$ cat config.mk
export PLATFORM = sky130hd
export DESIGN_NAME = dmem_line_responder_flat
export DESIGN_NICKNAME = d
export VERILOG_FILES = /design/src/rtl/lc3b_types.sv /design/src/rtl/dmem_line_responder_if.sv /design/src/rtl/dmem_line_datapath.sv /design/src/rtl/dmem_line_responder.sv /design/src/flat_wrapper.sv
export SDC_FILE = /design/constraint.sdc
export NUM_CORES = 1
export LEC_CHECK = 0
export CORE_ASPECT_RATIO = 0.7
export CORE_MARGIN = 1.5
export CORE_UTILIZATION = 47
export DETAILED_ROUTE_END_ITERATION = 16
export PLACE_DENSITY = 0.87
export SLEW_MARGIN = 20
export SYNTH_ARGS = -nofsm -noshare
export SYNTH_HDL_FRONTEND = slang
export SYNTH_SLANG_ARGS = --single-unit
$ cat constraint.sdc
create_clock -name clk -period 5.7 [get_ports clk]
set_input_delay 1.14 -clock clk [delete_from_list [all_inputs] [get_ports clk]]
set_output_delay 1.14 -clock clk [all_outputs]
set_load 0.01 [all_outputs]
$ cat src/rtl/lc3b_types.sv
// Shared LC-3b data-port types and the state encoding of the line responder.
package lc3b_types;

  typedef logic [15:0]  lc3b_word;
  typedef logic [127:0] lc3b_c_line;
  typedef logic [11:0]  lc3b_c_tag;
  typedef logic [2:0]   lc3b_c_offset;
  typedef logic [1:0]   lc3b_mem_wmask;

  typedef enum logic [1:0] {
    ST_IDLE,
    ST_RESPOND,
    ST_WRITEBACK,
    ST_FILL
  } dmem_resp_state_t;

endpackage

$ cat src/rtl/dmem_line_responder_if.sv
// Word-request port between the MEM-stage access control (master) and the line responder (slave).
interface dmem_line_responder_if;
  import lc3b_types::*;

  logic          mem_read;
  logic          mem_write;
  lc3b_mem_wmask mem_byte_enable;
  lc3b_word      mem_address;
  lc3b_word      mem_wdata;
  lc3b_word      mem_rdata;
  logic          mem_resp;

  modport master (
    output mem_read, mem_write, mem_byte_enable, mem_address, mem_wdata,
    input  mem_rdata, mem_resp
  );

  modport slave (
    input  mem_read, mem_write, mem_byte_enable, mem_address, mem_wdata,
    output mem_rdata, mem_resp
  );

endinterface

$ cat src/rtl/dmem_line_datapath.sv
// Single write-back line buffer: tag/valid/dirty state, word select and byte-masked merge.
module dmem_line_datapath #(
  parameter int TAG_W = 12,
  parameter int IDX_W = 3
) (
  input  logic                     clk,
  input  logic                     rst,
  input  logic [TAG_W-1:0]         req_tag,
  input  logic [IDX_W-1:0]         req_idx,
  input  logic [15:0]              wdata,
  input  logic [1:0]               byte_enable,
  input  logic                     merge_en,
  input  logic                     clear_dirty,
  input  logic                     fill_load,
  input  logic [TAG_W-1:0]         fill_tag,
  input  logic [(16 << IDX_W)-1:0] fill_line,
  output logic                     line_valid,
  output logic                     line_dirty,
  output logic [TAG_W-1:0]         line_tag,
  output logic [(16 << IDX_W)-1:0] line_data,
  output logic                     hit,
  output logic [15:0]              sel_word
);

  localparam int LINE_W = 16 << IDX_W;

  logic [IDX_W+3:0]  word_base;
  logic [IDX_W+3:0]  high_byte_base;
  logic [LINE_W-1:0] merged_line;

  assign word_base      = {req_idx, 4'b0000};
  assign high_byte_base = {req_idx, 4'b1000};
  assign hit            = line_valid && (line_tag == req_tag);
  assign sel_word       = line_data[word_base +: 16];

  always_comb begin
    merged_line = line_data;
    if (byte_enable[0]) merged_line[word_base +: 8]      = wdata[7:0];
    if (byte_enable[1]) merged_line[high_byte_base +: 8] = wdata[15:8];
  end

  // A fill always wins: the FSM never merges and fills in the same cycle.
  always_ff @(posedge clk) begin
    if (rst) begin
      line_valid <= 1'b0;
      line_dirty <= 1'b0;
      line_tag   <= '0;
      line_data  <= '0;
    end else if (fill_load) begin
      line_valid <= 1'b1;
      line_dirty <= 1'b0;
      line_tag   <= fill_tag;
      line_data  <= fill_line;
    end else begin
      if (clear_dirty) line_dirty <= 1'b0;
      if (merge_en && (byte_enable != 2'b00)) begin
        line_data  <= merged_line;
        line_dirty <= 1'b1;
      end
    end
  end

endmodule

$ cat src/rtl/dmem_line_responder.sv
// LC-3b data-port responder backed by one write-back line buffer in front of pmem.
// Define DMEM_HIT_FASTPATH_EN to answer IDLE hits combinationally (0-cycle hit latency).
module dmem_line_responder
  import lc3b_types::*;
#(
  parameter int ADDR_WIDTH  = 16,
  parameter int OFFSET_BITS = 4
) (
  input  logic                           clk,
  input  logic                           rst,
  dmem_line_responder_if.slave           mem,
  output logic                           pmem_read,
  output logic                           pmem_write,
  output logic [ADDR_WIDTH-1:0]          pmem_address,
  output logic [(8 << OFFSET_BITS)-1:0]  pmem_wdata,
  input  logic [(8 << OFFSET_BITS)-1:0]  pmem_rdata,
  input  logic                           pmem_resp
);

  localparam int TAG_W = ADDR_WIDTH - OFFSET_BITS;
  localparam int IDX_W = OFFSET_BITS - 1;

  dmem_resp_state_t state, next_state;

  logic [TAG_W-1:0]              req_tag;
  logic [TAG_W-1:0]              miss_tag;
  logic [TAG_W-1:0]              line_tag;
  logic [IDX_W-1:0]              req_idx;
  logic [(8 << OFFSET_BITS)-1:0] line_data;
  logic [15:0]                   sel_word;
  logic                          line_valid;
  logic                          line_dirty;
  logic                          hit;
  logic                          request;
  logic                          merge_en;
  logic                          clear_dirty;
  logic                          fill_load;
  logic                          capture_miss;
  logic                          addr_lsb_unused;

  assign req_tag         = mem.mem_address[ADDR_WIDTH-1:OFFSET_BITS];
  assign req_idx         = mem.mem_address[OFFSET_BITS-1:1];
  assign addr_lsb_unused = mem.mem_address[0];
  assign request         = mem.mem_read | mem.mem_write;
  assign pmem_wdata      = line_data;

  dmem_line_datapath #(
    .TAG_W (TAG_W),
    .IDX_W (IDX_W)
  ) u_datapath (
    .clk         (clk),
    .rst         (rst),
    .req_tag     (req_tag),
    .req_idx     (req_idx),
    .wdata       (mem.mem_wdata),
    .byte_enable (mem.mem_byte_enable),
    .merge_en    (merge_en),
    .clear_dirty (clear_dirty),
    .fill_load   (fill_load),
    .fill_tag    (miss_tag),
    .fill_line   (pmem_rdata),
    .line_valid  (line_valid),
    .line_dirty  (line_dirty),
    .line_tag    (line_tag),
    .line_data   (line_data),
    .hit         (hit),
    .sel_word    (sel_word)
  );

  // The miss tag is latched so the fill completes even if the request is dropped.
  always_ff @(posedge clk) begin
    if (rst) begin
      state    <= ST_IDLE;
      miss_tag <= '0;
    end else begin
      state <= next_state;
      if (capture_miss) miss_tag <= req_tag;
    end
  end

  always_comb begin
    next_state    = state;
    mem.mem_resp  = 1'b0;
    mem.mem_rdata = '0;
    pmem_read     = 1'b0;
    pmem_write    = 1'b0;
    pmem_address  = '0;
    merge_en      = 1'b0;
    clear_dirty   = 1'b0;
    fill_load     = 1'b0;
    capture_miss  = 1'b0;

    unique case (state)
      ST_IDLE: begin
        if (request) begin
          if (hit) begin
`ifdef DMEM_HIT_FASTPATH_EN
            mem.mem_resp = 1'b1;
            merge_en     = mem.mem_write;
`else
            next_state   = ST_RESPOND;
`endif
          end else begin
            capture_miss = 1'b1;
            next_state   = (line_valid && line_dirty) ? ST_WRITEBACK : ST_FILL;
          end
        end
      end
      ST_RESPOND: begin
        mem.mem_resp = 1'b1;
        merge_en     = mem.mem_write;
        next_state   = ST_IDLE;
      end
      ST_WRITEBACK: begin
        pmem_write   = 1'b1;
        pmem_address = {line_tag, {OFFSET_BITS{1'b0}}};
        if (pmem_resp) begin
          clear_dirty = 1'b1;
          next_state  = ST_FILL;
        end
      end
      ST_FILL: begin
        pmem_read    = 1'b1;
        pmem_address = {miss_tag, {OFFSET_BITS{1'b0}}};
        if (pmem_resp) begin
          fill_load  = 1'b1;
          next_state = ST_IDLE;
        end
      end
      default: next_state = ST_IDLE;
    endcase

    // Read data is only meaningful alongside the response pulse.
    if (mem.mem_resp) mem.mem_rdata = sel_word;
  end

endmodule

$ cat src/flat_wrapper.sv
// flat-port wrapper written by rule: the top's interface ports become plain ports
module dmem_line_responder_flat import lc3b_types::*;
#(
  parameter int ADDR_WIDTH  = 16,
  parameter int OFFSET_BITS = 4
)
  (clk, rst, pmem_read, pmem_write, pmem_address, pmem_wdata, pmem_rdata, pmem_resp, mem_mem_read, mem_mem_write, mem_mem_byte_enable, mem_mem_address, mem_mem_wdata, mem_mem_rdata, mem_mem_resp);
  dmem_line_responder_if mem_i ();
  input  logic clk;
  input  logic rst;
  output logic pmem_read;
  output logic pmem_write;
  output logic [ADDR_WIDTH-1:0] pmem_address;
  output logic [(8 << OFFSET_BITS)-1:0] pmem_wdata;
  input  logic [(8 << OFFSET_BITS)-1:0] pmem_rdata;
  input  logic pmem_resp;
  input wire logic [$bits(mem_i.mem_read)-1:0] mem_mem_read;
  input wire logic [$bits(mem_i.mem_write)-1:0] mem_mem_write;
  input wire logic [$bits(mem_i.mem_byte_enable)-1:0] mem_mem_byte_enable;
  input wire logic [$bits(mem_i.mem_address)-1:0] mem_mem_address;
  input wire logic [$bits(mem_i.mem_wdata)-1:0] mem_mem_wdata;
  output wire logic [$bits(mem_i.mem_rdata)-1:0] mem_mem_rdata;
  output wire logic [$bits(mem_i.mem_resp)-1:0] mem_mem_resp;
  assign mem_i.mem_read = mem_mem_read;
  assign mem_i.mem_write = mem_mem_write;
  assign mem_i.mem_byte_enable = mem_mem_byte_enable;
  assign mem_i.mem_address = mem_mem_address;
  assign mem_i.mem_wdata = mem_mem_wdata;
  assign mem_mem_rdata = mem_i.mem_rdata;
  assign mem_mem_resp = mem_i.mem_resp;
  dmem_line_responder #(.ADDR_WIDTH(ADDR_WIDTH), .OFFSET_BITS(OFFSET_BITS)) u_core (.clk(clk), .rst(rst), .mem(mem_i), .pmem_read(pmem_read), .pmem_write(pmem_write), .pmem_address(pmem_address), .pmem_wdata(pmem_wdata), .pmem_rdata(pmem_rdata), .pmem_resp(pmem_resp));
endmodule
After elaboration in Yosys (flattened, before gate mapping)
Index checks and enable logic that the tools add are counted.
Widths: inputs -> output; s select.
{"block": "totals", "ff_bits": 156, "out_inout_bits": 163, "elab_cells": 56}
{"block": "op_classes", "reduce_logical": 9, "muxes": 26, "n_eq_ne": 7, "bitwise_logic": 1, "n_addsub": 2, "shifts": 5}
{"cell": "$mux 128", "count": 4}
{"cell": "$bwmux 128", "count": 2}
{"cell": "$shift 8x9->128 const A", "count": 2}
{"cell": "$shiftx 8x9->128", "count": 2}
{"cell": "$shiftx 128x8->16", "count": 1}
{"cell": "$pmux 16 s2", "count": 1}
{"cell": "$neg 7->9", "count": 2}
{"cell": "$mux 16", "count": 1}
{"cell": "$mux 1", "count": 13}
{"cell": "$eq 12x12->1", "count": 1}
{"cell": "$mux 2", "count": 4}
{"cell": "$pmux 2 s4", "count": 1}
{"cell": "$reduce_bool 2->1", "count": 3}
{"cell": "$eq 2x2->1 const B", "count": 2}
{"cell": "$ne 2x2->1 const B", "count": 2}
{"cell": "$logic_and 1x1->1", "count": 3}
{"cell": "$reduce_and 3->1", "count": 1}
{"cell": "$eq 2x1->1 const B", "count": 1}
{"cell": "$logic_not 2->1", "count": 1}
{"cell": "$ne 2x1->1 const B", "count": 1}
{"cell": "$reduce_or 2->1", "count": 1}
{"cell": "$or 1x1->1", "count": 1}

Longest topological paths before layout
Gate-level depths: netlist of run 1.
{"block": "logic_depth", "ltp_word": 8, "ltp_mapped": 11}

By module
From an unflattened synthesis of run 1, not the netlist that was laid out.
{"block": "unflattened", "hier_cells": 870, "area_unflattened_um2": 8480.6}
{"mod": "dmem_line_datapath", "cells_per_inst": 750, "area_each_um2": 7424.6, "instances": 1}
{"mod": "dmem_line_responder", "cells_per_inst": 120, "area_each_um2": 1056.0, "instances": 1}

Worst setup path before layout of run 1
OpenSTA, ideal clock, no wires.
{"block": "synth_path", "path_type": "input-to-reg", "from": "input mem_mem_address[3]", "to": "register u_core.u_datapath.line_data[68]", "setup_ns": 0.134, "setup_slack_ns": 2.018, "required_ns": 5.566, "path_buffers": 5, "arrival_time_ns": 3.549, "stages": 11, "cell_sequence": "buf_2 -> buf_1 -> clkinv_1 -> clkbuf_1 -> ha_1 -> buf_2 -> inv_1 -> or4_1 -> clkbuf_1 -> nand2_1 -> a311oi_1"}
{"block": "synth_between", "elab_chain_cells": 8}
{"item": "start: declaration", "line": "flat_wrapper.sv:20", "text": "input wire logic [$bits(mem_i.mem_address)-1:0] mem_mem_address;"}
{"item": "$neg 7->9", "line": "dmem_line_datapath.sv:38", "text": "if (byte_enable[0]) merged_line[word_base +: 8] = wdata[7:0];"}
{"item": "$shiftx 8x9->128 or $shift 8x9->128 (tied branches)", "line": "dmem_line_datapath.sv:38"}
{"item": "$bwmux 128", "line": "dmem_line_datapath.sv:38"}
{"item": "$mux 128", "line": "dmem_line_datapath.sv:38"}
{"item": "$bwmux 128", "line": "dmem_line_datapath.sv:39", "text": "if (byte_enable[1]) merged_line[high_byte_base +: 8] = wdata[15:8];"}
{"item": "$mux 128 (*)", "line": "dmem_line_datapath.sv:39"}
{"item": "$mux 128 (*)", "line": "dmem_line_datapath.sv:56", "text": "if (merge_en && (byte_enable != 2'b00)) begin"}
{"item": "$mux 128 (*)", "line": "dmem_line_datapath.sv:49", "text": "end else if (fill_load) begin"}
{"item": "end signal: assignment", "line": "dmem_line_datapath.sv:53", "text": "line_data <= fill_line;"}
{"item": "end signal: assignment", "line": "dmem_line_datapath.sv:57", "text": "line_data <= merged_line;"}
{"item": "end: declaration", "line": "dmem_line_datapath.sv:20", "text": "output logic [(16 << IDX_W)-1:0] line_data,"}
Every way passes the cells marked *; elsewhere a longest branch is shown, timed or not. The select of a mux whose other input is x is not followed.
A chain may end at the register's enable or synchronous reset.

Worst setup path after layout of run 1
{"block": "layout_path", "from": "input mem_mem_address[3]", "to": "output mem_mem_rdata[11]"}
{"block": "layout_between", "elab_chain_cells": 2}
{"item": "$shiftx 128x8->16", "line": "dmem_line_datapath.sv:34", "text": "assign sel_word = line_data[word_base +: 16];"}
{"item": "$mux 16", "line": "dmem_line_responder.sv:134", "text": "if (mem.mem_resp) mem.mem_rdata = sel_word;"}
{"item": "end: declaration", "line": "flat_wrapper.sv:22", "text": "output wire logic [$bits(mem_i.mem_rdata)-1:0] mem_mem_rdata;"}
No other way between the ends.

==> results of run 1 <==
-- how the worst min path moves through the flow --
stage,end,slack (ns),depth (start not counted)
finish,u_core.u_datapath.line_tag[7]$_SDFFE_PP0P_,0.47,2
CTS,u_core.u_datapath.line_tag[7]$_SDFFE_PP0P_,0.47,2
floorplan,u_core.u_datapath.line_tag[0]$_SDFFE_PP0P_,0.44,2
global route,u_core.u_datapath.line_data[118]$_SDFFE_PP0P_,0.49,2
detailed placement,u_core.u_datapath.line_tag[5]$_SDFFE_PP0P_,0.47,2
global placement,u_core.u_datapath.line_tag[4]$_SDFFE_PP0P_,0.45,2
-- power by group through the flow --
stage	Clock (mW)	Sequential (mW)	Combinational (mW)
floorplan	0	1.19	0.210
global placement	0	1.19	0.460
detailed placement	0	1.19	0.465
CTS	1.11	1.17	0.467
global route	1.14	1.17	0.501
finish	1.11	1.17	0.472
-- per-layer routing --
| metal | routed length [um] | part of all wire [%] | vias up |
|---|---|---|---|
| met5 | 0 | 0 | - |
| met1 | 11300 | 36 | 4091 |
| met2 | 15000 | 48 | 649 |
| met4 | 1230 | 4.0 | 0 |
| met3 | 3420 | 11 | 99 |
| li1 | - | - | 3852 |
-- flip-flops by register name, summed over array words and instances, names as in the netlist --
| name | count |
|---|---|
| u_core.u_datapath.line_dirty | 1 |
| u_core.u_datapath.line_valid | 1 |
| u_core.state | 2 |
| u_core.u_datapath.line_tag | 12 |
| u_core.u_datapath.line_data | 128 |
| u_core.miss_tag | 12 |
-- final cells by class --
class | instances | area share, %
Clock buffer | 20 | 3.87
Clock inverter | 11 | 0.944
Inverter | 30 | 0.955
Multi-Input combinational cell | 641 | 37.3
Sequential cell | 156 | 26.5
Tap cell | 225 | 2.39
Timing Repair Buffer | 335 | 28.1
-- stage by stage --
step                cell area [sq um]  hold slack, ns  utilization, %  setup slack (ns)  instances
detailed placement              11200           0.466            68.3             0.748       1387
floorplan                        7960           0.445               -              2.02        902
global route                    11800           0.491            71.7             0.917       1418
CTS                             11800           0.472            71.7              1.12       1418
finish                          11800           0.472            71.7              1.11       1418
global placement                11200           0.454            68.3             0.814       1387
-- cell families after synthesis --
kind of cell | Yosys count | share of synthesized area, %
muxes | 56 | 12.1
xor gates and xnor gates | 12 | 1.32
DFF | 156 | 39.3
other | 1 | 0.0472
AOI/OAI and AO/OA | 232 | 20.5
and+or+nand+nor | 330 | 20.0
adders and majority gates | 7 | 1.10
buffers and inverters | 105 | 5.57
-- critical path: stages --
cell             delay (ns)
clkdlybuf4s50_1        0.45
buf_4                  0.31
clkinv_1               0.64
nand2_1                0.24
a21oi_1                0.09
clkdlybuf4s50_1        0.57
-- layout by cell type (no fill, tap or decap), types with 4 or more instances in the layout --
master and n:
clkbuf_16 17, a211oi_1 5, clkinvlp_4 5, a22oi_1 58
mux2i_1 24, ha_1 7, dfxtp_1 156, nor2_1 64
a21oi_1 91, nor3_1 13, conb_1 4, nand3_1 17
nor3_2 5, nand2b_1 35, a221oi_1 9, a222oi_1 28
nand2_1 153, nor4_4 4, inv_1 28, clkdlybuf4s50_1 321
mux4_2 32, buf_4 12, nor2b_1 15, and3_1 5
xnor2_1 12, o221ai_1 24, nand4_1 4
==> flow_metrics.env, run 1 <==
export IMPL_r2r_cells=5
export IMPL_ir_worst_vdd_mv=0.171
export IMPL_crit_path_end="mem_mem_rdata[11]"
export IMPL_syn_area_sq_mm=0.00795
export IMPL_grt_max_degree=96
export IMPL_via_per_inst=6.13
export IMPL_postSynthCellCount=899
export IMPL_p_comb_share_pct=17.2
export IMPL_rsz0062_at_grt="false"
export IMPL_cts_root_buffer="clkbuf_16"
export IMPL_post_cts_repair_setup_buffers=0
export IMPL_drv_cap=0
export IMPL_globalRouteMet3Util_pct=7.63
export IMPL_reg2reg_to="u_core.u_datapath.line_data[119]$_SDFFE_PP0P_"
export IMPL_synth_edf_count=0
export IMPL_crit_start="mem_mem_address[3]"
export IMPL_arrival_ns=3.45
export IMPL_r2r_start="u_core.state[1]$_SDFFE_PP0P_"
export IMPL_hold_viol=0
export IMPL_grt_pass1_wl_um=46200
export IMPL_path_class="in -> out"
export IMPL_finalCritPeriodShare_pct=80.5
export IMPL_gr_total_overflow=0
export IMPL_synth_common_cells="156 x dfxtp_1, 153 x nand2_1, 91 x a21oi_1"
export IMPL_yosys_warnings=0
export IMPL_setup_tns_final_ns=0
export IMPL_cts_tree="yes"
export IMPL_power_density_mw_per_mm2=233
export IMPL_drive_gt1_share_pct=7.80
export IMPL_antenna_found_initial=0
export IMPL_ys_async_sr_fraction_pct=0
export IMPL_post_drt_wl_per_cell_um=21.8
export IMPL_ys_ff_latch=156
export IMPL_fillers=1260
export IMPL_slew_limit_headroom_pct=28.4
export IMPL_holdBufCountCts=0
export IMPL_num_rows=39
export IMPL_p_clk_share_pct=40.3
export IMPL_area_growth_pct=48.4
export IMPL_p_seq_share_pct=42.6
export IMPL_drtIter0Drc=942
export IMPL_synth_top_area_cell="dfxtp_1"
export IMPL_grtUsageTotal_pct=34.1
export IMPL_first_global_vias=8423
export IMPL_place_congestion=0.944
export IMPL_synth_most_common_cell="dfxtp_1"
export IMPL_clkTransAtPathRegs_ns=0.06
export IMPL_grt_util_met2_pct=56.9
export IMPL_hold_path_class="reg -> reg"
export IMPL_netSwitchingPower_mw=0.745
export IMPL_die_h_um=112
export IMPL_cts_made_buffers=17
export IMPL_dp_final_hpwl_um=22000
export IMPL_start_kind="input pin"
export IMPL_die_x_um=158
export IMPL_tightestPinTransition_ns=1.07
export IMPL_avgSynthCellArea_sq_um=8.84
export IMPL_ant_nets=0
export IMPL_io_buffers=324
export IMPL_firstDrtPassIters=10
export IMPL_cts_htree_levels=4
export IMPL_post_cts_resize_count=0
export IMPL_grt_met1_usage_pct=41.3
export IMPL_slew_viol_final=0
export IMPL_num_antenna_cells=0
export IMPL_clkSinkCount=156
export IMPL_multiInputGateArea_sq_mm=0.00440
export IMPL_dieArea_sq_mm=0.0177
export IMPL_swShare_pct=27.1
export IMPL_nNetsFinal=1355
export IMPL_power_leakage_nw=3.89
export IMPL_insertion_delay_ns=0.42
export IMPL_rrSetupSlack_ns=2.63
export IMPL_crit_fanout=29
export IMPL_seq_area_sq_mm=0.00312
export IMPL_yosysTopAreaCellShare_pct=39.3
export IMPL_timing_fmax_mhz=218
export IMPL_ys_flop_type="dfxtp_1"
export IMPL_total_power_mw=2.75
export IMPL_ios=330
export IMPL_cp_end_kind="primary output"
export IMPL_setup_viol=0
export IMPL_drc=0
export IMPL_clockBufferDepth=2
export IMPL_cp_required_ns=4.56
export IMPL_intPower_mw=2.00
export IMPL_gr_max_usage_layer="met2"
export IMPL_fin_crit_ns=4.59
export IMPL_wirelength_um=31000
export IMPL_worstHoldStart="u_core.miss_tag[7]$_SDFFE_PP0P_"
export IMPL_fp_coreArea_sq_mm=0.0164
export IMPL_ys_seq_area_share_pct=39.3
export IMPL_num_vias=8691
export IMPL_synth_distinct_cells=50
export IMPL_start_util_pct=48.3
export IMPL_finClkSkew_ns=0.0100
export IMPL_status="finished clean"
export IMPL_yosys_top_cells_area="dfxtp_1 39%, mux4_2 9.1%, nand2_1 7.2%"
Note: power is estimated with default switching activity, not from simulation.
==> run 2: changes to the inputs <==
--- a/config.mk
+++ b/config.mk
@@ -7,9 +7,9 @@
 export LEC_CHECK = 0
 export CORE_ASPECT_RATIO = 0.7
 export CORE_MARGIN = 1.5
-export CORE_UTILIZATION = 47
+export CORE_UTILIZATION = 44
 export DETAILED_ROUTE_END_ITERATION = 16
-export PLACE_DENSITY = 0.87
+export PLACE_DENSITY = 0.82
 export SLEW_MARGIN = 20
 export SYNTH_ARGS = -nofsm -noshare
 export SYNTH_HDL_FRONTEND = slang
==> constraint.sdc (replaced) <==
create_clock -name clk -period 4.5 [get_ports clk]
set_input_delay 0.9 -clock clk [delete_from_list [all_inputs] [get_ports clk]]
set_output_delay 0.9 -clock clk [all_outputs]
set_load 0.01 [all_outputs]
==> run 2 against run 1 <==
Effect of this change:
- sequential cell count is the same
- largest cell class unchanged
- setup slack lost 0.50 ns
- critical path type unchanged
- sequential share of layout area down 0.40 points
==> flow_metrics.env, run 2 (synthesis results as in run 1) <==
export IMPL_antenna_found_initial=0
export IMPL_post_cts_repair_setup_buffers=0
export IMPL_reg2reg_to="u_core.u_datapath.line_data[41]$_SDFFE_PP0P_"
export IMPL_p_comb_share_pct=16.6
export IMPL_slew_viol_final=0
export IMPL_gr_total_overflow=0
export IMPL_total_power_mw=3.64
export IMPL_fp_coreArea_sq_mm=0.0174
export IMPL_setup_viol=0
export IMPL_cts_root_buffer="clkbuf_16"
export IMPL_crit_fanout=23
export IMPL_ir_worst_vdd_mv=0.242
export IMPL_r2r_cells=6
export IMPL_num_rows=40
export IMPL_arrival_ns=2.98
export IMPL_firstDrtPassIters=9
export IMPL_crit_buf_inv=3
export IMPL_setup_tns_final_ns=0
export IMPL_intPower_mw=2.72
export IMPL_num_vias=8616
export IMPL_top_register="u_core.u_datapath.line_data"
export IMPL_slew_limit_headroom_pct=36.0
export IMPL_place_congestion=0.894
export IMPL_crit_start="mem_mem_address[2]"
export IMPL_grt_max_degree=92
export IMPL_worstPathCellList="buf_2, buf_12, mux4_2, nand2_1, a21oi_1, clkdlybuf4s50_1"
export IMPL_r2r_start="u_core.state[1]$_SDFFE_PP0P_"
export IMPL_nNetsFinal=1363
export IMPL_area_growth_pct=50.7
export IMPL_cts_tree="yes"
export IMPL_p_clk_share_pct=42.7
export IMPL_first_global_vias=8194
export IMPL_cts_made_buffers=17
export IMPL_post_cts_resize_count=0
export IMPL_insertion_delay_ns=0.42
export IMPL_via_per_inst=6.02
export IMPL_start_kind="input pin"
export IMPL_dieArea_sq_mm=0.0189
export IMPL_cpMaxStageDelayCell="clkdlybuf4s50_1"
export IMPL_finClkSkew_ns=0.00891
export IMPL_dp_final_hpwl_um=22100
export IMPL_swShare_pct=25.3
export IMPL_hold_path_class="reg -> reg"
export IMPL_clkSinkCount=156
export IMPL_path_class="in -> out"
export IMPL_netSwitchingPower_mw=0.920
export IMPL_crit_family="buffers and inverters"
export IMPL_die_h_um=115
export IMPL_layout_common_cells="321 x clkdlybuf4s50_1, 156 x dfxtp_1, 153 x nand2_1, 91 x a21oi_1, 64 x nor2_1"
export IMPL_power_leakage_nw=3.99
export IMPL_cp_required_ns=3.60
export IMPL_tightestPinTransition_ns=0.955
export IMPL_drtIter0Drc=1303
export IMPL_largest_reg_flops=128
export IMPL_cp_end_kind="primary output"
export IMPL_drv_cap=0
export IMPL_num_antenna_cells=0
export IMPL_drive_gt1_share_pct=8.33
export IMPL_grt_util_met2_pct=55.0
export IMPL_grtUsageTotal_pct=32.1
export IMPL_fillers=1391
export IMPL_grt_pass1_wl_um=46100
export IMPL_ios=330
export IMPL_start_util_pct=45.6
export IMPL_drc=0
export IMPL_power_density_mw_per_mm2=304
export IMPL_wirelength_um=31000
export IMPL_holdBufCountCts=0
export IMPL_ant_nets=0
export IMPL_fin_crit_ns=3.88
export IMPL_p_seq_share_pct=40.7
export IMPL_clockBufferDepth=2
export IMPL_cts_htree_levels=4
export IMPL_globalRouteMet3Util_pct=8.09
export IMPL_grt_met1_usage_pct=38.6
export IMPL_hold_viol=0
export IMPL_io_buffers=324
export IMPL_post_drt_wl_per_cell_um=21.7
export IMPL_clkTransAtPathRegs_ns=0.06
export IMPL_rrSetupSlack_ns=1.66
export IMPL_status="finished clean"
export IMPL_timing_fmax_mhz=257
export IMPL_worst_path_largest_cell_delay_ns=0.55
export IMPL_top_regs="u_core.u_datapath.line_data: 128 flops, u_core.miss_tag: 12 flops, u_core.u_datapath.line_tag: 12 flops"
export IMPL_gr_max_usage_layer="met2"
export IMPL_final_common_cell="clkdlybuf4s50_1"
export IMPL_crit_path_end="mem_mem_rdata[8]"
export IMPL_rsz0062_at_grt="false"
export IMPL_die_x_um=164
export IMPL_path_depth=6
export IMPL_finalCritPeriodShare_pct=86.3
[run 2: cell types whose count changed in the layout (fill, tap and decap cells not counted), sizes merged]
cell / previous run / this run
clkinv: 3 / 5
inv: 32 / 29
buf: 14 / 22
bufinv: 1 / 4
clkbuf: 20 / 21
clkinvlp: 5 / 1
[run 2: worst reg2reg max path, stage by stage, from the launching register on]
cell and delay [ns]:
dfxtp_1 0.83, nand2b_1 0.81, inv_2 0.09, nand3_1 0.18
nor2_1 0.12, a211o_1 0.49, o221ai_1 0.25
[run 2: worst min path at each step]
stage | start | endpoint | slack, ns | cells past startpoint
after global placement | u_core.miss_tag[0]$_SDFFE_PP0P_ | u_core.u_datapath.line_tag[0]$_SDFFE_PP0P_ | 0.45 | 2
after CTS | u_core.u_datapath.line_data[37]$_SDFFE_PP0P_ | u_core.u_datapath.line_data[37]$_SDFFE_PP0P_ | 0.47 | 2
after floorplan | u_core.miss_tag[0]$_SDFFE_PP0P_ | u_core.u_datapath.line_tag[0]$_SDFFE_PP0P_ | 0.44 | 2
final | u_core.miss_tag[2]$_SDFFE_PP0P_ | u_core.u_datapath.line_tag[2]$_SDFFE_PP0P_ | 0.47 | 2
after detailed placement | u_core.u_datapath.line_data[37]$_SDFFE_PP0P_ | u_core.u_datapath.line_data[37]$_SDFFE_PP0P_ | 0.46 | 2
after global routing | u_core.u_datapath.line_data[3]$_SDFFE_PP0P_ | u_core.u_datapath.line_data[3]$_SDFFE_PP0P_ | 0.49 | 2
[run 2: power by group through the flow]
| stage | registers (mW) | logic, mW | clock network [mW] |
|---|---|---|---|
| 4_1_cts | 1.48 | 0.601 | 1.56 |
| 5_1_grt | 1.48 | 0.639 | 1.63 |
| 3_3_place_gp | 1.51 | 0.592 | 0 |
| 3_5_place_dp | 1.51 | 0.597 | 0 |
| 2_1_floorplan | 1.51 | 0.266 | 0 |
| 6_report | 1.48 | 0.604 | 1.55 |
[run 2: through the flow]
step	util, %	worst slack (ns)	hold slack, ns	cells	cell area [sq um]
3_3_place_gp	65.1	0.536	0.452	1401	11300
5_1_grt	68.8	0.528	0.488	1431	12000
4_1_cts	68.8	0.590	0.469	1431	12000
3_5_place_dp	65.1	0.460	0.460	1401	11300
2_1_floorplan	-	1.06	0.445	902	7960
6_report	68.8	0.616	0.469	1431	12000
[run 2: layout make-up]
class	count	area, sq um	share of cell area (%)
clock buffer	21	470	3.93
timing repair buffer	343	3420	28.6
sequential	156	3120	26.1
inverter	30	113	0.940
tap	231	289	2.41
multi-input combinational	641	4400	36.7
clock inverter	9	163	1.36
[run 2: layer usage]
| layer | vias to the layer above | share of wire [%] |
|---|---|---|
| li1 | 3870 | - |
| met1 | 4087 | 37 |
| met2 | 571 | 48 |
| met3 | 88 | 11 |
| met4 | 0 | 3.8 |
| met5 | - | 0 |
==> run 3: changes to the inputs <==
--- a/config.mk
+++ b/config.mk
@@ -5,6 +5,7 @@
 export SDC_FILE = /design/constraint.sdc
 export NUM_CORES = 1
 export LEC_CHECK = 0
+export ABC_CLOCK_PERIOD_IN_PS = 4500
 export CORE_ASPECT_RATIO = 0.7
 export CORE_MARGIN = 1.5
 export CORE_UTILIZATION = 44
==> results of run 3 <==
No change in the layout: final DEF, timing and power equal those of run 2.
